[config.mk]
export PLATFORM = sky130hd
export DESIGN_NAME = digital_lock_fsm_n
export DESIGN_NICKNAME = d
export VERILOG_FILES = /design/src/rtl/lock_pkg.sv /design/src/rtl/lock_down_counter.sv /design/src/rtl/digital_lock_fsm_n.sv
export SDC_FILE = /design/constraint.sdc
export NUM_CORES = 1
export LEC_CHECK = 0
export BUFFER_PORTS_ARGS = -buffer_cell sky130_fd_sc_hd__buf_4
export CORE_MARGIN = 5
export CORE_UTILIZATION = 60
export DETAILED_ROUTE_END_ITERATION = 6
export PLACE_DENSITY_LB_ADDON = 0.1
export SLEW_MARGIN = 15
export SYNTH_ARGS = -nofsm -noshare
export SYNTH_HDL_FRONTEND = slang
export SYNTH_SLANG_ARGS = --single-unit
[constraint.sdc]
create_clock -name clk -period 2.6 [get_ports clk]
set_input_delay 0.13 -clock clk [delete_from_list [all_inputs] [get_ports clk]]
set_output_delay 0.13 -clock clk [all_outputs]
set_load 0.1 [all_outputs]
[src/rtl/lock_pkg.sv]
// ----------------------------------------------------------------------------
// lock_pkg
// Shared types and constants for the N-digit keypad lock controller.
//   lock_state_t : controller state, also exported on state_o
//   KEY_*        : keypad codes with a command meaning (0-9 are digits)
//   is_digit()   : true for keypad codes 0..9
// ----------------------------------------------------------------------------
package lock_pkg;

   typedef enum logic [2:0] {
      LOCKED      = 3'd0,
      ENTRY       = 3'd1,
      CHECK       = 3'd2,
      OPEN        = 3'd3,
      SET_NEW     = 3'd4,
      SET_CONFIRM = 3'd5,
      LOCKOUT     = 3'd6
   } lock_state_t;

   localparam logic [3:0] KEY_ENTER  = 4'hA;
   localparam logic [3:0] KEY_CLEAR  = 4'hB;
   localparam logic [3:0] KEY_CHANGE = 4'hC;
   localparam logic [3:0] KEY_LOCK   = 4'hD;

   function automatic logic is_digit(input logic [3:0] key);
      return key <= 4'd9;
   endfunction

endpackage

[src/rtl/lock_down_counter.sv]
// ----------------------------------------------------------------------------
// lock_down_counter
// Loadable down counter used as the lock's single timer (relock or lockout).
//   clk    : system clock
//   rst    : synchronous reset, active-low
//   load   : load 'value' into the counter this cycle (loading 0 stops it)
//   value  : load value, number of cycles until expire fires
//   expire : high for the one cycle in which the running count equals 1
// The counter stops at zero and never wraps.
// ----------------------------------------------------------------------------
module lock_down_counter #(
   parameter int unsigned WIDTH = 8
) (
   input  logic             clk,
   input  logic             rst,
   input  logic             load,
   input  logic [WIDTH-1:0] value,
   output logic             expire
);

   logic [WIDTH-1:0] count_reg;

   always_ff @(posedge clk) begin
      if (!rst) begin
         count_reg <= '0;
      end else if (load) begin
         count_reg <= value;
      end else if (count_reg != '0) begin
         count_reg <= count_reg - WIDTH'(1);
      end
   end

   // A value of N loaded at edge E makes expire visible before edge E+N,
   // so the owner acts on exactly the Nth edge after the load.
   assign expire = (count_reg == WIDTH'(1));

endmodule

[src/rtl/digital_lock_fsm_n.sv]
// ----------------------------------------------------------------------------
// digital_lock_fsm_n
// N-digit keypad lock controller with retry lockout, idle auto-relock and an
// in-field code change with confirmation.
//
// Ports:
//   clk         : system clock
//   rst         : synchronous reset, active-low
//   key_valid   : single-cycle pulse qualifying key_code
//   key_code    : 0-9 digit, A enter, B clear, C change code, D lock now
//   unlocked    : high in OPEN, SET_NEW, SET_CONFIRM
//   alarm       : high in LOCKOUT
//   entry_count : number of digits held in the entry buffer
//   disp_digits : entry buffer, newest digit in [3:0]
//   fail_count  : consecutive failed attempts
//   state_o     : current lock_state_t
//
// Optional build macro MASTER_CODE_EN adds parameter MASTER_CODE: the master
// code opens the lock from CHECK, and while in LOCKOUT it clears the lockout
// and restores DEFAULT_CODE.
// ----------------------------------------------------------------------------
module digital_lock_fsm_n
   import lock_pkg::*;
#(
   parameter int unsigned              CODE_DIGITS    = 4,
   parameter int unsigned              MAX_TRIES      = 3,
   parameter int unsigned              LOCKOUT_CYCLES = 250_000_000,
   parameter int unsigned              RELOCK_CYCLES  = 500_000_000,
   parameter logic [4*CODE_DIGITS-1:0] DEFAULT_CODE   = 16'h1234
`ifdef MASTER_CODE_EN
   ,
   parameter logic [4*CODE_DIGITS-1:0] MASTER_CODE    = 16'h9999
`endif
) (
   input  logic                               clk,
   input  logic                               rst,
   input  logic                               key_valid,
   input  logic [3:0]                         key_code,
   output logic                               unlocked,
   output logic                               alarm,
   output logic [$clog2(CODE_DIGITS+1)-1:0]   entry_count,
   output logic [4*CODE_DIGITS-1:0]           disp_digits,
   output logic [3:0]                         fail_count,
   output logic [2:0]                         state_o
);

   localparam int unsigned CODE_W    = 4 * CODE_DIGITS;
   localparam int unsigned CNT_W     = $clog2(CODE_DIGITS + 1);
   localparam int unsigned TIMER_MAX = (LOCKOUT_CYCLES > RELOCK_CYCLES) ?
                                       LOCKOUT_CYCLES : RELOCK_CYCLES;
   localparam int unsigned TIMER_W   = $clog2(TIMER_MAX + 1);

   localparam logic [TIMER_W-1:0] RELOCK_LOAD  = TIMER_W'(RELOCK_CYCLES);
   localparam logic [TIMER_W-1:0] LOCKOUT_LOAD = TIMER_W'(LOCKOUT_CYCLES);

   lock_state_t        state_reg, state_next;
   logic [CODE_W-1:0]  buf_reg, buf_next;
   logic [CNT_W-1:0]   count_reg, count_next;
   logic [3:0]         fail_reg, fail_next;
   logic [CODE_W-1:0]  code_reg, code_next;
   logic [CODE_W-1:0]  cand_reg, cand_next;

   logic               timer_load;
   logic [TIMER_W-1:0] timer_value;
   logic               timer_expire;

   logic               digit_key, enter_key, clear_key, change_key, lock_key;
   logic               buf_full, code_match, master_match;
   logic [CODE_W-1:0]  buf_shift;
   logic [CNT_W-1:0]   count_shift;
   logic [3:0]         fail_inc;

   // Relock and lockout never run at the same time, so one counter serves both.
   lock_down_counter #(
      .WIDTH (TIMER_W)
   ) u_timer (
      .clk    (clk),
      .rst    (rst),
      .load   (timer_load),
      .value  (timer_value),
      .expire (timer_expire)
   );

   assign digit_key  = key_valid && is_digit(key_code);
   assign enter_key  = key_valid && (key_code == KEY_ENTER);
   assign clear_key  = key_valid && (key_code == KEY_CLEAR);
   assign change_key = key_valid && (key_code == KEY_CHANGE);
   assign lock_key   = key_valid && (key_code == KEY_LOCK);

   // Once the buffer is full further digits are dropped without shifting.
   assign buf_full    = (count_reg == CNT_W'(CODE_DIGITS));
   assign buf_shift   = buf_full ? buf_reg : ((buf_reg << 4) | CODE_W'(key_code));
   assign count_shift = buf_full ? count_reg : (count_reg + CNT_W'(1));
   assign fail_inc    = fail_reg + 4'd1;
   assign code_match  = buf_full && (buf_reg == code_reg);

`ifdef MASTER_CODE_EN
   assign master_match = buf_full && (buf_reg == MASTER_CODE);
`else
   assign master_match = 1'b0;
`endif

   always_ff @(posedge clk) begin
      if (!rst) begin
         state_reg <= LOCKED;
         buf_reg   <= '0;
         count_reg <= '0;
         fail_reg  <= '0;
         code_reg  <= DEFAULT_CODE;
         cand_reg  <= '0;
      end else begin
         state_reg <= state_next;
         buf_reg   <= buf_next;
         count_reg <= count_next;
         fail_reg  <= fail_next;
         code_reg  <= code_next;
         cand_reg  <= cand_next;
      end
   end

   always_comb begin
      state_next  = state_reg;
      buf_next    = buf_reg;
      count_next  = count_reg;
      fail_next   = fail_reg;
      code_next   = code_reg;
      cand_next   = cand_reg;
      timer_load  = 1'b0;
      timer_value = '0;

      case (state_reg)
         LOCKED: begin
            if (digit_key) begin
               buf_next   = buf_shift;
               count_next = count_shift;
               state_next = ENTRY;
            end
         end

         ENTRY: begin
            if (digit_key) begin
               buf_next   = buf_shift;
               count_next = count_shift;
            end else if (clear_key) begin
               buf_next   = '0;
               count_next = '0;
               state_next = LOCKED;
            end else if (enter_key) begin
               state_next = CHECK;
            end
         end

         CHECK: begin
            buf_next   = '0;
            count_next = '0;
            if (code_match || master_match) begin
               fail_next   = '0;
               state_next  = OPEN;
               timer_load  = 1'b1;
               timer_value = RELOCK_LOAD;
            end else begin
               fail_next = fail_inc;
               if (fail_inc >= 4'(MAX_TRIES)) begin
                  state_next  = LOCKOUT;
                  timer_load  = 1'b1;
                  timer_value = LOCKOUT_LOAD;
               end else begin
                  state_next = LOCKED;
               end
            end
         end

         OPEN: begin
            // Expiry wins over a key arriving on the same edge.
            if (timer_expire) begin
               state_next = LOCKED;
            end else if (key_valid) begin
               timer_load  = 1'b1;
               timer_value = RELOCK_LOAD;
               if (lock_key) begin
                  timer_value = '0;
                  state_next  = LOCKED;
               end else if (change_key) begin
                  buf_next   = '0;
                  count_next = '0;
                  state_next = SET_NEW;
               end
            end
         end

         SET_NEW, SET_CONFIRM: begin
            // The relock timer keeps running while a new code is being set;
            // any key counts as activity and restarts it.
            if (timer_expire) begin
               buf_next   = '0;
               count_next = '0;
               cand_next  = '0;
               state_next = LOCKED;
            end else if (key_valid) begin
               timer_load  = 1'b1;
               timer_value = RELOCK_LOAD;
               if (digit_key) begin
                  buf_next   = buf_shift;
                  count_next = count_shift;
               end else if (clear_key) begin
                  buf_next   = '0;
                  count_next = '0;
                  cand_next  = '0;
                  state_next = OPEN;
               end else if (enter_key) begin
                  if (state_reg == SET_NEW) begin
                     if (buf_full) begin
                        cand_next  = buf_reg;
                        buf_next   = '0;
                        count_next = '0;
                        state_next = SET_CONFIRM;
                     end
                  end else begin
                     if (buf_full && (buf_reg == cand_reg)) begin
                        code_next = cand_reg;
                     end
                     cand_next  = '0;
                     buf_next   = '0;
                     count_next = '0;
                     state_next = OPEN;
                  end
               end
            end
         end

         LOCKOUT: begin
            if (timer_expire) begin
               fail_next  = '0;
               buf_next   = '0;
               count_next = '0;
               state_next = LOCKED;
            end
`ifdef MASTER_CODE_EN
            else if (digit_key) begin
               buf_next   = buf_shift;
               count_next = count_shift;
            end else if (enter_key) begin
               buf_next   = '0;
               count_next = '0;
               if (master_match) begin
                  fail_next   = '0;
                  code_next   = DEFAULT_CODE;
                  timer_load  = 1'b1;
                  timer_value = '0;
                  state_next  = LOCKED;
               end
            end
`endif
         end

         default: begin
            state_next = LOCKED;
         end
      endcase
   end

   assign unlocked    = (state_reg == OPEN) || (state_reg == SET_NEW) ||
                        (state_reg == SET_CONFIRM);
   assign alarm       = (state_reg == LOCKOUT);
   assign entry_count = count_reg;
   assign disp_digits = buf_reg;
   assign fail_count  = fail_reg;
   assign state_o     = state_reg;

endmodule

Word-level counts from Yosys, hierarchy flattened
Index checks and enable logic that the tools add are counted.
{"block": "totals", "reg_bits": 87, "inputBits": 7, "output_inout_bits": 28, "elab_cells": 150}
{"block": "classes", "add_sub_neg": 3, "n_lt_le_gt_ge": 2, "eq_ne": 33, "mux": 77, "bitwise_logic": 5, "n_reduce_logical": 23}
{"op": "$mux W16", "n": 23}
{"op": "$mux W29", "n": 8}
{"op": "$mux W3", "n": 33}
{"op": "$pmux W16 S6", "n": 1}
{"op": "$pmux W29 S3", "n": 1}
{"op": "$pmux W3 S6", "n": 2}
{"op": "$eq A16 B16 Y1", "n": 2}
{"op": "$eq A29 B1 Y1 const B", "n": 1}
{"op": "$reduce_bool A29 Y1", "n": 1}
{"op": "$sub A29 B1 Y29 const B", "n": 1}
{"op": "$mux W28", "n": 1}
{"op": "$eq A4 B4 Y1 const B", "n": 4}
{"op": "$or A16 B4 Y16", "n": 1}
{"op": "$ne A3 B3 Y1 const B", "n": 5}
{"op": "$ne A2 B2 Y1 const B", "n": 7}
{"op": "$eq A3 B3 Y1 const B", "n": 4}
{"op": "$ne A4 B4 Y1 const B", "n": 3}
{"op": "$reduce_and A11 Y1", "n": 1}
{"op": "$ne A5 B5 Y1 const B", "n": 2}
{"op": "$reduce_and A10 Y1", "n": 1}
{"op": "$mux W4", "n": 2}
{"op": "$pmux W4 S2", "n": 1}
{"op": "$reduce_and A8 Y1", "n": 1}
{"op": "$logic_and A1 B1 Y1", "n": 7}
{"op": "20 further kinds", "n": 30}

Logic depth before layout (Yosys ltp)
{"block": "depth", "ltp_word": 9, "mapped_depth": 9, "depth_no_buf": 8}

Modules after synthesis
Synthesis repeated with hierarchy kept, for this count alone.
{"block": "hier_totals", "hier_cells": 546, "area_unflattened_um2": 4638.2}
{"module": "digital_lock_fsm_n", "instances": 1, "cells_each": 330, "area_each_um2": 2921.6, "seq_area_each_um2": 1161.1}
{"module": "lock_down_counter", "instances": 1, "cells_each": 216, "area_each_um2": 1716.6, "seq_area_each_um2": 580.6}

Worst setup path after synthesis
OpenSTA, ideal clock, no wires.
{"block": "synth_path", "kind": "flip-flop to flip-flop", "start": "reg state_reg[1], in the netlist state_o[1]", "end": "reg buf_reg[12], in the netlist disp_digits[12]", "setup_time_ps": 68, "arrival_time_ps": 3685, "t_required_ps": 2532, "slack_ps": -1154, "path_stages_with_launch": 8, "n_path_buf": 1, "synth_period_minus_slack_ps": 3754, "cell_sequence": "dfxtp_1 -> nand2_1 -> nor2_1 -> a31oi_1 -> o221ai_2 -> clkbuf_1 -> o21ai_0 -> a21oi_2"}
{"block": "synth_via", "word_cells_on_any_way": 27, "classes_between": "16 x eq/ne; 7 x mux; 4 x reduce/logical"}
{"element": "from (decl)", "line": "digital_lock_fsm_n.sv:56", "text": "lock_state_t state_reg, state_next;"}
{"element": "from (signal assigned)", "line": "digital_lock_fsm_n.sv:112", "text": "state_reg <= state_next;"}
{"element": "$eq A3 B3 Y1 *"}
{"element": "net alarm", "line": "digital_lock_fsm_n.sv:40", "text": "output logic alarm,"}
{"element": "$reduce_bool A6 Y1 (no source line) or $ne A2 B1 Y1 (tied branches)"}
{"element": "$reduce_and A11 Y1 (no source line)"}
{"element": "to (signal assigned)", "line": "digital_lock_fsm_n.sv:113", "text": "buf_reg <= buf_next;"}
{"element": "to (decl)", "line": "digital_lock_fsm_n.sv:57", "text": "logic [CODE_W-1:0] buf_reg, buf_next;"}
The timed path passes the listed nets; every way through them passes the cells marked *. The select of a mux whose other input is x is not followed.
A chain may end at the register's enable or synchronous reset.

Worst setup path after layout
{"block": "layout_path", "start": "reg u_timer.count_reg[1]", "end": "reg code_reg[15]"}
{"block": "layout_via", "elab_chain_len": 3}
{"element": "from (decl)", "line": "lock_down_counter.sv:21", "text": "logic [WIDTH-1:0] count_reg;"}
{"element": "from (signal assigned)", "line": "lock_down_counter.sv:27", "text": "count_reg <= value;"}
{"element": "from (signal assigned)", "line": "lock_down_counter.sv:29", "text": "count_reg <= count_reg - WIDTH'(1);"}
{"element": "$eq A29 B1 Y1", "line": "lock_down_counter.sv:35", "text": "assign expire = (count_reg == WIDTH'(1));"}
{"element": "$not A1 Y1 (no source line)"}
{"element": "$reduce_and A8 Y1 (no source line)"}
{"element": "to (signal assigned)", "line": "digital_lock_fsm_n.sv:116", "text": "code_reg <= code_next;"}
{"element": "to (decl)", "line": "digital_lock_fsm_n.sv:60", "text": "logic [CODE_W-1:0] code_reg, code_next;"}
Every way passes these cells.

==> flow_summary_export.csv <==
group,metric,value,unit
cts,htreeDepth,3,
worst_setup_path,worst-endpoint-arrival,2770,ps
timing,max_freq,0.396,GHz
grt,grt_pass1_wl,19100,microns
routing,routedWlPerCell,17.1,microns
routing,wl,11800,microns
synth,syn_inst,542,
synth,synth_edf_count,0,
timing,slew_violations,0,
placement,io_buffers,34,
floorplanning,die_area,9650,sq um
synth,synth_warnings,0,
cts,cts_inserted_buffers,9,
cts,cts.sinks,87,
cts,clk_path_buf_depth,2,
synth,syn_avg_cell_area,8.62,sq um
timing,setup_violations,0,
cts,clkLatencyLatePin,370,ps
floorplanning,ios,35,
cells_and_area,nNetsFinal,596,
routing,drc,0,
floorplanning,start_util,61.1,%
placement,pre_cts_ws,103,ps
routing,ant_nets,0,
timing,skew,10.4,ps
worst_setup_path,cp-start-kind,"flip-flop",
synth,netlist_top_cells_area,"dfxtp_1 (37%), xnor2_1 (6.7%), nand3_1 (5.4%)",
synth,synthesis.area,4670,sq um
grt,antenna_found_initial,0,
timing,setup_tns,0,ps
placement,dpl_cell_area,5100,sq um
routing,drtIter0Drc,206,
cells_and_area,final_cell_mix,"dfxtp_1 (70), buf_4 (57), nor2_1 (56), nand3_1 (49), a21oi_1 (43)",
cells_and_area,finalInstanceArea,5380,sq um
cells_and_area,fill_cells,608,
placement,gp_congestion,0.880,
cts,clkTransAtPathRegs,90,ps
synth,yosysSeqAreaShare,37.3,%
cells_and_area,area_growth,15.1,%
cts,cts_hold_buf,0,
floorplanning,die_w,98.2,microns
synth,synthDistinctLibCells,62,
worst_setup_path,critPathMaxFanout,16,
timing,hold_viol_final,0,
power_and_ir_drop,total_leakage_power,2.02,nW
timing,fin_ws,75.8,ps
routing,vias,4167,
timing,worst_slew_margin_rel,46.3,%
hold_path,worstHoldPathType,"in2reg",
cells_and_area,layout_commonest_cell,"dfxtp_1",
cts,cts-root-buf,"clkbuf_8",
grt,track_usage,24.1,%
grt,grt_max_degree,33,
cells_and_area,largest_reg_flops,29,
cts,tritoncts,"yes",
synth,synth_ff_type,"dfxtp_1",
synth,synth-seq-cells,87,
placement,hpwlAfterDp,8320,microns
routing,viasPerCell,6.05,
synth,synth_fp_nets,556,
synth,synthArstFlopShare,0,%
floorplanning,die_height,98.2,microns
power_and_ir_drop,power_density,1090,nW/um^2
cells_and_area,drive_gt1_share,21.5,%
timing,min_period,2520,ps
routing,dr.pass1.iters,5,
floorplanning,row_count,32,
synth,netlist.top_cell.by_area,"dfxtp_1",
run_status,status,"finished clean",
worst_setup_path,timing.critical_path.required,2850,ps
timing,tightest_slew,800,ps
worst_setup_path,critPathCaptureType,"flip-flop",
floorplanning,core-area,7650,sq um
power_and_ir_drop,ir_drop,0.800,mV
grt,overflow,0,
timing,fin_crit_sh,97.1,%
cells_and_area,antenna_cells,0,
worst_setup_path,path_class,"reg2reg",
cts,cts_resized,0,
grt,grt_pass1_vias,3861,
flow_run,cap_violations,0,
synth,synthDominantCellAreaShare,37.3,%
cts,post_cts.repair.setup_buffers,0,
[logic make-up (layout without fill, tap and decap cells)]
| family | Yosys count | after routing | share of synthesized area, % |
|---|---|---|---|
| DFF | 87 | 87 | 37.3 |
| xor gates and xnor gates | 61 | 61 | 11.4 |
| and+or+nand+nor | 202 | 202 | 23.0 |
| buffers and inverters | 40 | 85 | 4.66 |
| AOI/OAI and AO/OA | 129 | 129 | 18.3 |
| muxes | 16 | 16 | 3.43 |
| adders and majority gates | 7 | 7 | 1.87 |
[stage by stage]
| stage | power, mW | hold slack (ps) | util [%] | std cells |
|---|---|---|---|---|
| floorplan | 4.10 | 269 | - | 542 |
| global placement | 4.77 | 394 | 66.7 | 673 |
| detailed placement | 4.84 | 397 | 66.7 | 673 |
| CTS | 5.77 | 10.6 | 69.2 | 689 |
| global route | 6.22 | 8.60 | 70.3 | 689 |
| finish | 5.85 | 24.7 | 70.3 | 689 |
[worst max-delay path, cell delays in order, from the launching register on]
cell and delay [ps]:
dfxtp_2 350, inv_2 80, ha_4 130, or3b_2 430, or4_4 620, o21ai_4 200, nor4_4 60, buf_4 230
mux2i_2 210, nor2_1 70
[report_power, final]
part           switching, mW  internal [mW]  total [mW]
registers              0.295           1.57        1.87
clock network          0.506          0.426       0.932
logic                   1.92           1.12        3.05
[cell type report]
class	count	area (sq um)	share of cell area, %
multi-input cells	415	2800	52.1
clock inverters	4	26.3	0.489
repair buffers	58	448	8.33
clock buffers	12	165	3.07
flip-flops and latches	87	1770	32.9
well taps	102	128	2.37
inverters	11	41.3	0.768
[synth_stat cells (4+ instances only)]
cell type and count:
dfxtp_1 87, nor2_1 58, nand3_1 50, a21oi_1 43
xnor2_1 36, o21ai_0 26, xor2_1 25, nand2_1 22
a22oi_1 18, mux2i_1 16, nand4_1 15, clkbuf_1 13
nor4_1 13, inv_1 11, nor3_1 8, buf_2 7
ha_1 7, a21oi_2 5, a31oi_1 5, buf_6 5
nand4b_1 5, and4_1 4, nor2b_1 4
[worst paths after layout]
| check | from | endpoint | slack (ps) | cells past startpoint |
|---|---|---|---|---|
| max reg2reg | u_timer.count_reg[1]$_SDFFE_PN0P_ | code_reg[15]$_SDFFE_PN0P_ | 80 | 9 |
| min | rst | code_reg[9]$_SDFFE_PN1P_ | 20 | 2 |
| min reg2reg | code_reg[2]$_SDFFE_PN1P_ | code_reg[2]$_SDFFE_PN1P_ | 500 | 2 |
| max | u_timer.count_reg[1]$_SDFFE_PN0P_ | code_reg[15]$_SDFFE_PN0P_ | 80 | 9 |
[metal layers]
layer / GRT usage [%] / share of wire [%]
met1: 30.0 / 42
met2: 42.3 / 52
met3: 4.29 / 4.1
met4: 7.98 / 1.7
met5: 0 / 0
Power figures use the tool's default switching activity.
